===== src/rtl/score_bcd_converter_pkg.sv =====
// Shared display constants: FSM state encoding and conversion defaults.
package score_bcd_converter_pkg;

  typedef enum logic [1:0] {
    S_IDLE,
    S_SHIFT,
    S_DONE
  } state_t;

  localparam int MAX_SCORE_DEF  = 999;
  localparam int SHIFT_BITS_DEF = 10;
  localparam int BCD_W          = 12;

endpackage


===== src/rtl/score_bcd_converter_if.sv =====
// Request/result bundle between the score source and the BCD converter.
interface score_bcd_converter_if #(
  parameter int SCORE_WIDTH = 32
);

  logic [SCORE_WIDTH-1:0] score;
  logic                   start;
  logic                   busy;
  logic                   done;
  logic [3:0]             hundreds;
  logic [3:0]             tens;
  logic [3:0]             ones;
  logic                   overflow;

  modport master (
    output score, start,
    input  busy, done, hundreds, tens, ones, overflow
  );

  modport slave (
    input  score, start,
    output busy, done, hundreds, tens, ones, overflow
  );

endinterface


===== src/rtl/score_bcd_converter_bcd_add3.sv =====
// Double-dabble nibble adjust: add 3 to any BCD nibble of 5 or more.
module bcd_add3 (
  input  logic [3:0] i_nib,
  output logic [3:0] o_nib
);

  // Pre-shift correction so the nibble carries correctly after doubling
  always_comb begin
    o_nib = i_nib;
    if (i_nib >= 4'd5) begin
      o_nib = i_nib + 4'd3;
    end
  end

endmodule


===== src/rtl/score_bcd_converter.sv =====
// Sequential binary-to-BCD score converter (shift-and-add-3), saturating at MAX_SCORE.
module score_bcd_converter
  import score_bcd_converter_pkg::*;
#(
  parameter int SCORE_WIDTH = 32,
  parameter int MAX_SCORE   = MAX_SCORE_DEF,
  parameter int SHIFT_BITS  = SHIFT_BITS_DEF
) (
  input  logic                  clk,
  input  logic                  resetn,
  score_bcd_converter_if.slave  bus
);

  localparam int SR_W  = BCD_W + SHIFT_BITS;
  localparam int CNT_W = $clog2(SHIFT_BITS + 1);
  localparam logic [SCORE_WIDTH-1:0] MAX_S = SCORE_WIDTH'(MAX_SCORE);

  state_t           r_state;
  state_t           w_next;
  logic             w_accept;
  logic [CNT_W-1:0] r_cnt;
  logic [SR_W-1:0]  r_shift;
  logic [SR_W-1:0]  w_adjusted;
  logic [BCD_W-1:0] w_bcd_adj;
  logic             r_sat;
  logic [3:0]       r_hundreds;
  logic [3:0]       r_tens;
  logic [3:0]       r_ones;
  logic             r_overflow;
  logic             r_done;

  bcd_add3 u_add3_ones (
    .i_nib (r_shift[SHIFT_BITS+3 -: 4]),
    .o_nib (w_bcd_adj[3:0])
  );

  bcd_add3 u_add3_tens (
    .i_nib (r_shift[SHIFT_BITS+7 -: 4]),
    .o_nib (w_bcd_adj[7:4])
  );

  bcd_add3 u_add3_hundreds (
    .i_nib (r_shift[SHIFT_BITS+11 -: 4]),
    .o_nib (w_bcd_adj[11:8])
  );

  assign w_adjusted = {w_bcd_adj, r_shift[SHIFT_BITS-1:0]};

  // State register
  always_ff @(posedge clk or negedge resetn) begin
    if (!resetn) begin
      r_state <= S_IDLE;
    end else begin
      r_state <= w_next;
    end
  end

  // Next-state decode; start only matters in IDLE
  always_comb begin
    w_next   = r_state;
    w_accept = 1'b0;
    case (r_state)
      S_IDLE: begin
        if (bus.start) begin
          w_accept = 1'b1;
          w_next   = S_SHIFT;
        end
      end
      S_SHIFT: begin
        if (r_cnt == CNT_W'(SHIFT_BITS - 1)) begin
          w_next = S_DONE;
        end
      end
      S_DONE:  w_next = S_IDLE;
      default: w_next = S_IDLE;
    endcase
  end

  // Conversion datapath: capture on accept, adjust-and-shift while in SHIFT
  always_ff @(posedge clk or negedge resetn) begin
    if (!resetn) begin
      r_cnt   <= '0;
      r_shift <= '0;
      r_sat   <= 1'b0;
    end else if (w_accept) begin
      r_cnt   <= '0;
      r_shift <= {{BCD_W{1'b0}}, bus.score[SHIFT_BITS-1:0]};
      r_sat   <= (bus.score > MAX_S);
    end else if (r_state == S_SHIFT) begin
      r_cnt   <= r_cnt + CNT_W'(1);
      r_shift <= w_adjusted << 1;
    end
  end

  // Result registers: only the DONE state updates the visible digits
  always_ff @(posedge clk or negedge resetn) begin
    if (!resetn) begin
      r_done     <= 1'b0;
      r_hundreds <= '0;
      r_tens     <= '0;
      r_ones     <= '0;
      r_overflow <= 1'b0;
    end else begin
      r_done <= (r_state == S_DONE);
      if (r_state == S_DONE) begin
        r_overflow <= r_sat;
        if (r_sat) begin
          r_hundreds <= 4'd9;
          r_tens     <= 4'd9;
          r_ones     <= 4'd9;
        end else begin
          r_hundreds <= r_shift[SR_W-1 -: 4];
          r_tens     <= r_shift[SR_W-5 -: 4];
          r_ones     <= r_shift[SHIFT_BITS+3 -: 4];
        end
      end
    end
  end

  assign bus.busy     = (r_state != S_IDLE);
  assign bus.done     = r_done;
  assign bus.hundreds = r_hundreds;
  assign bus.tens     = r_tens;
  assign bus.ones     = r_ones;
  assign bus.overflow = r_overflow;

endmodule


===== src/flat_wrapper.sv =====
// flat-port wrapper written by rule: the top's interface ports become plain ports
module score_bcd_converter_flat import score_bcd_converter_pkg::*;
#(
  parameter int SCORE_WIDTH = 32,
  parameter int MAX_SCORE   = MAX_SCORE_DEF,
  parameter int SHIFT_BITS  = SHIFT_BITS_DEF
)
  (clk, resetn, bus_score, bus_start, bus_busy, bus_done, bus_hundreds, bus_tens, bus_ones, bus_overflow);
  score_bcd_converter_if #(.SCORE_WIDTH(SCORE_WIDTH)) bus_i ();
  input  logic clk;
  input  logic resetn;
  input wire logic [$bits(bus_i.score)-1:0] bus_score;
  input wire logic [$bits(bus_i.start)-1:0] bus_start;
  output wire logic [$bits(bus_i.busy)-1:0] bus_busy;
  output wire logic [$bits(bus_i.done)-1:0] bus_done;
  output wire logic [$bits(bus_i.hundreds)-1:0] bus_hundreds;
  output wire logic [$bits(bus_i.tens)-1:0] bus_tens;
  output wire logic [$bits(bus_i.ones)-1:0] bus_ones;
  output wire logic [$bits(bus_i.overflow)-1:0] bus_overflow;
  assign bus_i.score = bus_score;
  assign bus_i.start = bus_start;
  assign bus_busy = bus_i.busy;
  assign bus_done = bus_i.done;
  assign bus_hundreds = bus_i.hundreds;
  assign bus_tens = bus_i.tens;
  assign bus_ones = bus_i.ones;
  assign bus_overflow = bus_i.overflow;
  score_bcd_converter #(.SCORE_WIDTH(SCORE_WIDTH), .MAX_SCORE(MAX_SCORE), .SHIFT_BITS(SHIFT_BITS)) u_core (.clk(clk), .resetn(resetn), .bus(bus_i));
endmodule

===== config.mk =====
export PLATFORM = sky130hd
export DESIGN_NAME = score_bcd_converter_flat
export DESIGN_NICKNAME = d
export VERILOG_FILES = /design/src/rtl/score_bcd_converter_pkg.sv /design/src/rtl/score_bcd_converter_if.sv /design/src/rtl/score_bcd_converter_bcd_add3.sv /design/src/rtl/score_bcd_converter.sv /design/src/flat_wrapper.sv
export SDC_FILE = /design/constraint.sdc
export NUM_CORES = 1
export LEC_CHECK = 0
export CAP_MARGIN = 20
export CORE_MARGIN = 2
export CORE_UTILIZATION = 30
export DETAILED_ROUTE_END_ITERATION = 8
export GPL_ROUTABILITY_DRIVEN = 0
export PLACE_DENSITY_LB_ADDON = 0.12
export SLEW_MARGIN = 20
export SYNTH_ARGS = -nofsm -noshare
export SYNTH_HDL_FRONTEND = slang
export SYNTH_SLANG_ARGS = --single-unit
export TNS_END_PERCENT = 20

===== constraint.sdc =====
create_clock -name clk -period 2.3 [get_ports clk]
set_input_delay 0.345 -clock clk [delete_from_list [all_inputs] [get_ports clk]]
set_output_delay 0.345 -clock clk [all_outputs]
set_load 0.01 [all_outputs]

-- Word-level counts from Yosys, hierarchy flattened
Cells that the tools add are included.
- output and inout bits: 15
- logic and storage cells: 41
- flip-flop bits (word level): 43
- reductions and logical operators: 4
- equality and inequality tests: 5
- magnitude comparators: 4
- add/subtract/negate cells: 4
- multiplexer cells: 15
- operator list (operator ; count):
    $mux W22 ; 2
    $gt A32 B10 Y1 const B ; 1
    $mux W4 ; 7
    $ge A4 B3 Y1 const B ; 3
    $add A4 B2 Y4 const B ; 2
    $add A4 B1 Y4 const B ; 1
    $eq A4 B4 Y1 const B ; 1
    $mux W2 ; 2
    $pmux W2 S2 ; 1
    $reduce_bool A2 Y1 ; 2
    $add A3 B2 Y3 const B ; 1
    $mux W3 ; 1
    $eq A2 B1 Y1 const B ; 1
    $eq A2 B2 Y1 const B ; 1
    $logic_not A2 Y1 ; 1
    $mux W1 ; 2
    $ne A2 B1 Y1 const B ; 1
    $ne A2 B2 Y1 const B ; 1
    $reduce_and A2 Y1 ; 1

-- Logic depth before layout (Yosys ltp)
Gate-level depths: netlist (run 1).
- depth after elaboration: 4
- gate-level depth with buffers: 6
- depth with buffers taken out: 6

-- By module
A second synthesis (run 1) with hierarchy kept.
- cells, all modules: 241
- area, all modules: 2209.6 um^2
- by module, submodules not included (module ; cells each ; sequential area each (um^2) ; times used ; area each (um^2)):
    score_bcd_converter ; 193 ; 1076.0 ; 1 ; 1905.6
    bcd_add3 ; 16 ; 0.0 ; 3 ; 101.3

-- Worst setup path before layout (run 1)
Ideal clock, no wire load.
- path kind: reg-to-reg
- start: register u_core.r_shift[10]
- end: register u_core.r_shift[12]
- data required time: 2.217 ns
- data arrival time: 1.438 ns
- period minus slack after synthesis: 1.520 ns
- setup time: 0.083 ns
- slack: 0.780 ns
- stages on the path, launching flop included: 7
- cells stage by stage: dfrtp_1 -> inv_1 -> ha_1 -> nand2b_1 -> a21oi_1 -> mux2_2 -> o21ai_0
- word-level cells in the longest chain between the ends: 4
- elaborated cells between the ends (all ways): 5
- classes of those cells: add/sub: 1; order compare: 1; mux: 3
- ends and longest elaborated chain (what ; line ; text):
    start: declaration ; score_bcd_converter.sv:22 ; logic [SR_W-1:0] r_shift;
    start signal: assignment ; score_bcd_converter.sv:87 ; r_shift <= {{BCD_W{1'b0}}, bus.score[SHIFT_BITS-1:0]};
    start signal: assignment ; score_bcd_converter.sv:91 ; r_shift <= w_adjusted << 1;
    $add A4 B2 Y4 / $ge A4 B3 Y1 (equally long branches) ; score_bcd_converter_bcd_add3.sv:11, score_bcd_converter_bcd_add3.sv:10 ;
    $mux W4 (*) ; score_bcd_converter_bcd_add3.sv:10 ; if (i_nib >= 4'd5) begin
    $mux W22 (*) ; score_bcd_converter.sv:89 ; end else if (r_state == S_SHIFT) begin
    $mux W22 (*) ; score_bcd_converter.sv:85 ; end else if (w_accept) begin
Every way passes the cells marked *; elsewhere a longest branch is shown, timed or not. The select of a mux whose other input is x is not followed.
A chain may end at the register's enable or synchronous reset.

-- Worst setup path in the final report (run 1)
- start: register u_core.r_state[0]
- end: output bus_busy
- word-level cells in the longest chain between the ends: 1
- ends and longest elaborated chain (what ; line ; text):
    start: declaration ; score_bcd_converter.sv:18 ; state_t r_state;
    start signal: assignment ; score_bcd_converter.sv:54 ; r_state <= w_next;
    $reduce_bool A2 Y1 ; score_bcd_converter.sv:120 ; assign bus.busy = (r_state != S_IDLE);
    end: declaration ; flat_wrapper.sv:14 ; output wire logic [$bits(bus_i.busy)-1:0] bus_busy;
No other way between the ends.

==> metrics.csv, run 1 <==
stage,metric,value,unit
worst_setup_path,"Data required, critical path",1960,ps
worst_setup_path,slowest library cell on the worst path,clkdlybuf4s50_1,
clock_network,Setup Buffers After CTS,0,
route,Total Wirelength,4.26,mm
placed_design,placed wire-length estimate,3.15,mm
sta,"Period Utilization, post-route",0.806,
sta,post-route setup TNS,0,ps
floorplanning,Die X,86.5,um
worst_setup_path,worst stage delay on the critical path,480,ps
grt,vias in the first global route,1561,
floorplanning,Die Span Y,86.5,um
worst_setup_path,CP Buf/Inv Count,1,
synthesis,"top cells by area, synth","dfrtp_1 (53%), nand2_1 (6.8%), o21ai_0 (5.4%)",
clock_network,# clock sinks,43,
final_layout,share of cells above drive strength 1,0.0885,
synthesis,post-synthesis sequential area ratio,0.527,
worst_setup_path,Crit Path Category,reg2out,
route,Via density,4.72,
clock_network,cts hold-fix bufs,0,
final_layout,nets@finish,302,
sta,Final min period,1850,ps
route,Routed Antenna Nets,0,
floorplanning,Initial Util,0.306,
synthesis,Post-Synth Adder-Cell Area,0.0490,
route,via count,1606,
synthesis,mapped cell area,2040,um2
synthesis,compound-cell area share of the yosys netlist,0.148,
final_layout,antenna cells,0,
synthesis,"FF+latch count, synth",43,
route,Iter 0 DRT Violations,45,
outcome,outcome,"finished, final reports clean",
clock_network,TritonCTS clock tree,yes,
route,DRT Pass-1 Iters,4,
placed_design,Placement Cell Area,2630,um2
worst_setup_path,CP Max Fanout,6,
worst_setup_path,CP Cell Sequence,or2_2 -> clkdlybuf4s50_1,
grt,grt total ovfl,0,
sta,relative slew slack,0.550,
synthesis,syn_nets,252,
sta,fmax,539,MHz
worst_setup_path,Worst R2R Path Depth,6,
worst_setup_path,family with the most delay on the worst path,buffers and inverters,
synthesis,Synth area leader,dfrtp_1,
sta,"Hold Vio Cnt, Final",0,
floorplanning,I/O pins,50,
worst_setup_path,Critical Path Stages,2,
floorplanning,FP Rows,30,
worst_setup_path,Critical Path AT,1510,ps
clock_network,number of buffers created by CTS,5,
synthesis,top cell type's share of synthesized area,0.527,
grt,initial antenna violation count,0,
clock_network,Max clock buf depth,2,
sta,final max-slew violation count,0,
synthesis,Netlist cell types,30,
job,number of max-cap violations,0,
sta,RSZ-0062 raised after global routing,no,
sta,Slew @ Worst Pin,675,ps
floorplanning,Die ar.,7490,um2
final_layout,Layout area overhead,33.8,%
final_layout,design area,2730,um2
floorplanning,Core Area,6680,um2
placed_design,pre-CTS setup slack,454,ps
grt,All-Layer GR Usage,0.125,
power_and_ir_drop,peak supply drop,0.471,mV
synthesis,Syn Area/Cell,9.78,um2
clock_network,post_cts resized,0,
synthesis,largest family of logic cells by synthesized area,simple AND/OR/NAND/NOR gates,
worst_setup_path,Worst Setup End Kind,output port,
clock_network,Clock Tree Root,clkbuf_8,
sta,final setup vio count,0,
route,# DRC,0,
synthesis,simple-gate share of the synthesized area,0.191,
grt,first-pass GRT wire length,7.47,mm
hold_path,Hold Crit Class,in2async,
synthesis,YS warnings,0,
power_and_ir_drop,Cell Pwr Density,1150,nW/um2
clock_network,Clock Latency Late Sink,290,ps
synthesis,mux share of post-synthesis cell area,0.0220,
sta,clock skew,10.7,ps
grt,largest net degree at the start of global routing,44,
worst_setup_path,critical path launch point type,flop,
clock_network,clock slew at reported path FFs,90,ps
final_layout,fillers,676,
synthesis,Syn Inst Count,209,
route,wire length per cell,12.5,um
sta,final setup margin,446,ps
clock_network,CTS H-tree depth,2,
synthesis,Synth Area in XOR/XNOR,0.0214,
power_and_ir_drop,Pleak,1.19,nW
placed_design,Port Buffers,49,
stage by stage:
step           power, mW  cells  utilization  hold WS, ps
2_1_floorplan       2.13    209            -         49.4
3_3_place_gp        2.63    332        0.394          346
3_5_place_dp        2.65    332        0.394          344
4_1_cts             3.20    340        0.409         22.7
5_1_grt             3.44    340        0.409         27.6
6_report            3.14    340        0.409         11.1
Yosys cell counts:
master / count
a21oi_1: 3
a22oi_1: 9
a31oi_1: 1
a32o_1: 3
and4_1: 1
buf_2: 9
clkbuf_1: 3
dfrtp_1: 43
ha_1: 8
inv_1: 8
mux2_2: 4
nand2_1: 37
nand2_2: 1
nand2b_1: 8
nand3_1: 12
nand4_1: 2
nor2_1: 8
nor2_2: 1
nor2b_1: 1
nor3_1: 1
nor3b_2: 1
nor4_1: 5
o21ai_0: 22
o21ai_1: 1
o31ai_1: 9
or2_2: 1
or3b_1: 1
or4_1: 1
xnor2_1: 3
xor2_1: 2
worst paths after layout:
path | from | endpoint | slack, ps
worst max-delay path | u_core.r_state[0]$_DFFE_PN0P_ | bus_busy | 450
worst min-delay path | resetn | u_core.bus.hundreds[1]$_DFFE_PN0P_ | 10
worst max register to register | u_core.r_shift[14]$_DFFE_PN0P_ | u_core.r_shift[16]$_DFFE_PN0P_ | 610
worst min register to register | u_core.bus.tens[2]$_DFFE_PN0P_ | u_core.bus.tens[2]$_DFFE_PN0P_ | 480
max in group asynchronous | resetn | u_core.r_shift[1]$_DFFE_PN0P_ | 2070
min in group clk | u_core.bus.tens[2]$_DFFE_PN0P_ | u_core.bus.tens[2]$_DFFE_PN0P_ | 480
where the power goes:
group	internal, mW	switching (mW)	leakage [nW]
clock network	0.273	0.261	0.0505
logic	0.660	0.636	0.609
registers	1.07	0.240	0.534
total	2.00	1.14	1.19
worst register-to-register path, delay by kind of cell (launching register included):
kind,cells,cell delay (ps)
compound gates,2,430
fa+ha+maj,1,200
buf+inv,1,110
flops,1,440
mux,1,370
simple gates,1,70
logic make-up (layout without fill, tap and decap cells):
family                   after synthesis  count (layout)
adder cells (fa/ha/maj)                8               8
AO/OA/AOI/OAI                         48              48
flip-flops                            43              43
AND/OR/NAND/NOR                       81              81
buffers and inverters                 20              71
multiplexers                           4               4
XOR/XNOR                               5               5
layout by cell type, fill, tap and decap left out, types with 2 or more instances in the layout:
cell type,count
xnor2_1,3
ha_1,8
a21oi_1,3
a22oi_1,9
o31ai_1,9
dfrtp_1,43
inv_1,8
clkbuf_8,7
xor2_1,2
nand4_1,2
nand2_1,37
nand3_1,12
clkdlybuf4s50_1,48
nand2b_1,8
o21ai_0,22
mux2_2,4
a32o_1,3
nor4_1,5
nor2_1,8
buf_4,5
flip-flops by register name, summed over array words and instances, names as in the netlist:
signal and cells:
u_core.bus.hundreds 4, u_core.bus.overflow 1, u_core.bus.ones 4, u_core.r_state 2
u_core.r_shift 22, u_core.bus.tens 4, u_core.r_cnt 4, u_core.bus.done 1
u_core.r_sat 1
metal layers:
metal,up-vias,share of wire,GRT usage
met4,0,0.0094,0.0384
met3,5,0.036,0.0286
li1,826,-,-
met5,-,0,0
met1,739,0.52,0.183
met2,36,0.44,0.185
layout make-up:
class	instances	area (um2)	share of cell area
clock buffers	7	96.3	0.0352
clock inverters	1	7.51	0.00275
inverters	8	30.0	0.0110
multi-input cells	146	881	0.322
flip-flops and latches	43	1080	0.394
well taps	80	100	0.0366
repair buffers	55	543	0.199
No activity file was read; power rests on OpenSTA's default activity.
==> run 2: changes to the inputs <==
- clock period: 2.3 -> 1.8 ns (I/O delays scaled with it)
==> metrics.csv, run 2 (synthesis results as in run 1) <==
stage,metric,value,unit,change
worst_setup_path,critical path launch point type,flop,,unchanged
worst_setup_path,"Data required, critical path",1530,ps,was 1960 ps
worst_setup_path,CP Cell Sequence,or2_2 -> clkdlybuf4s50_1,,unchanged
power_and_ir_drop,Final Total Pwr,4.07,mW,was 3.14 mW
grt,All-Layer GR Usage,0.127,,was 0.125
clock_network,TritonCTS clock tree,yes,,unchanged
sta,Final min period,1740,ps,
sta,post-route setup TNS,0,ps,unchanged
clock_network,Max clock buf depth,2,,unchanged
outcome,outcome,"finished, final reports clean",,unchanged
power_and_ir_drop,Cell Pwr Density,1470,nW/um2,was 1150 nW/um2
final_layout,Top reg by flops,u_core.r_shift,,unchanged
floorplanning,Core Area,6680,um2,unchanged
final_layout,max reg flops,22,,unchanged
floorplanning,Die X,86.5,um,unchanged
sta,clock skew,9.45,ps,was 10.7 ps
worst_setup_path,Critical Path AT,1470,ps,was 1510 ps
job,number of max-cap violations,0,,unchanged
placed_design,Port Buffers,49,,unchanged
floorplanning,I/O pins,50,,unchanged
final_layout,nets@finish,309,,was 302
floorplanning,FP Rows,30,,unchanged
worst_setup_path,worst stage delay on the critical path,490,ps,was 480 ps
worst_setup_path,Worst Setup End Kind,output port,,unchanged
route,wire length per cell,12.8,um,was 12.5 um
final_layout,Multi-input gate area,885,um2,was 881 um2
clock_network,Clock Tree Root,clkbuf_8,,unchanged
floorplanning,Die ar.,7490,um2,unchanged
clock_network,clock slew at reported path FFs,90,ps,about the same
worst_setup_path,Crit Path Category,reg2out,,unchanged
sta,relative slew slack,0.627,,was 0.550
final_layout,"most common cell after layout, fill and taps aside",clkdlybuf4s50_1,,unchanged
grt,largest net degree at the start of global routing,44,,unchanged
final_layout,share of cells above drive strength 1,0.113,,was 0.0885
sta,RSZ-0062 raised after global routing,no,,unchanged
final_layout,final std cells w/o fill,346,,was 340
sta,"Hold Vio Cnt, Final",0,,unchanged
power_and_ir_drop,peak supply drop,0.695,mV,was 0.471 mV
route,Total Wirelength,4.43,mm,was 4.26 mm
power_and_ir_drop,Pleak,1.22,nW,was 1.19 nW
route,# DRC,0,,unchanged
final_layout,sequential standard cell area,1080,um2,unchanged
final_layout,Layout area overhead,35.2,%,was 33.8%
placed_design,Placed Cells,337,,was 332
clock_network,CTS H-tree depth,2,,unchanged
sta,"Period Utilization, post-route",0.968,,
grt,grt total ovfl,0,,unchanged
sta,final setup vio count,0,,unchanged
worst_setup_path,Worst R2R Path Depth,6,,unchanged
clock_network,number of buffers created by CTS,5,,unchanged
sta,fmax,574,MHz,
sta,final max-slew violation count,0,,unchanged
placed_design,placed wire-length estimate,3.24,mm,was 3.15 mm
worst_setup_path,CP Max Fanout,2,,was 6
floorplanning,Die Span Y,86.5,um,unchanged
hold_path,Hold Crit Class,in2async,,unchanged
clock_network,# clock sinks,43,,unchanged
route,Routed Antenna Nets,0,,unchanged
floorplanning,Initial Util,0.306,,unchanged
final_layout,fillers,672,,was 676
route,via count,1634,,was 1606
grt,vias in the first global route,1568,,was 1561
worst_setup_path,slowest library cell on the worst path,clkdlybuf4s50_1,,unchanged
clock_network,Clock Latency Late Sink,300,ps,was 290 ps
route,DRT Pass-1 Iters,4,,unchanged
final_layout,"commonest non-fill, non-tap cells in the layout","clkdlybuf4s50_1 (48), dfrtp_1 (43), nand2_1 (37)",,unchanged
clock_network,cts hold-fix bufs,0,,unchanged
sta,Slew @ Worst Pin,559,ps,was 675 ps
grt,initial antenna violation count,0,,unchanged
route,Via density,4.72,,about the same
grt,first-pass GRT wire length,7.48,mm,was 7.47 mm
route,Iter 0 DRT Violations,62,,was 45
final_layout,antenna cells,0,,unchanged
run 2: changes by cell type in the layout (fill, tap and decap cells not counted), sizes merged:
| cell | before | now |
|---|---|---|
| clkinv | 0 | 1 |
| clkinvlp | 1 | 0 |
| buf | 7 | 14 |
| clkbuf | 7 | 6 |
run 2: worst paths after layout:
path / start / end / slack, ps
max in group asynchronous: resetn / u_core.r_shift[10]$_DFFE_PN0P_ / 1380
min in group clk: u_core.bus.ones[0]$_DFFE_PN0P_ / u_core.bus.ones[0]$_DFFE_PN0P_ / 480
worst max-delay path: u_core.r_state[0]$_DFFE_PN0P_ / bus_busy / 60
worst min register to register: u_core.bus.ones[0]$_DFFE_PN0P_ / u_core.bus.ones[0]$_DFFE_PN0P_ / 480
worst max register to register: u_core.r_shift[11]$_DFFE_PN0P_ / u_core.r_shift[12]$_DFFE_PN0P_ / 200
worst min-delay path: resetn / u_core.r_state[1]$_DFFE_PN0P_ / 50
run 2: what timing repair did:
| item | 4_1_cts | 5_1_grt |
|---|---|---|
| setup endpoints to repair | 1 | 1 |
| gates cloned | 0 | 0 |
| setup buffers | 2 | 0 |
| resized for setup | 0 | 1 |
run 2: where the power goes:
| group | internal, mW | switching (mW) | leakage, nW | total, mW |
|---|---|---|---|---|
| sequential | 1.36 | 0.293 | 0.534 | 1.66 |
| clock | 0.302 | 0.332 | 0.0470 | 0.634 |
| combinational | 0.925 | 0.852 | 0.638 | 1.78 |
| total | 2.59 | 1.48 | 1.22 | 4.07 |
run 2: routing by layer:
layer	part of all wire	wire, um	vias up	GRT usage
met1	0.49	2190	751	0.177
met5	0	0	-	0
met3	0.046	202	7	0.0362
met2	0.45	1970	38	0.188
li1	-	-	838	-
met4	0.013	59	0	0.0426
run 2: stage by stage:
stage	cell area (um2)	setup slack, ps	hold WS, ps	util
2_1_floorplan	2040	280	-25.6	-
5_1_grt	2760	4.91	87.8	0.413
4_1_cts	2760	51.3	69.5	0.413
3_5_place_dp	2660	116	395	0.397
6_report	2760	57.9	48.4	0.413
3_3_place_gp	2660	139	392	0.397
run 2: area by class of cell:
class,instances,share of cell area
inverters,8,0.0109
well taps,80,0.0362
clock inverters,1,0.00181
flip-flops and latches,43,0.390
repair buffers,62,0.211
multi-input cells,146,0.320
clock buffers,6,0.0299
run 2: worst max-delay path: cells and delay by family, from the launching register on:
kind	cells	cell delay (ps)
flip-flops	1	400
AND/OR/NAND/NOR	1	300
buffers and inverters	1	490
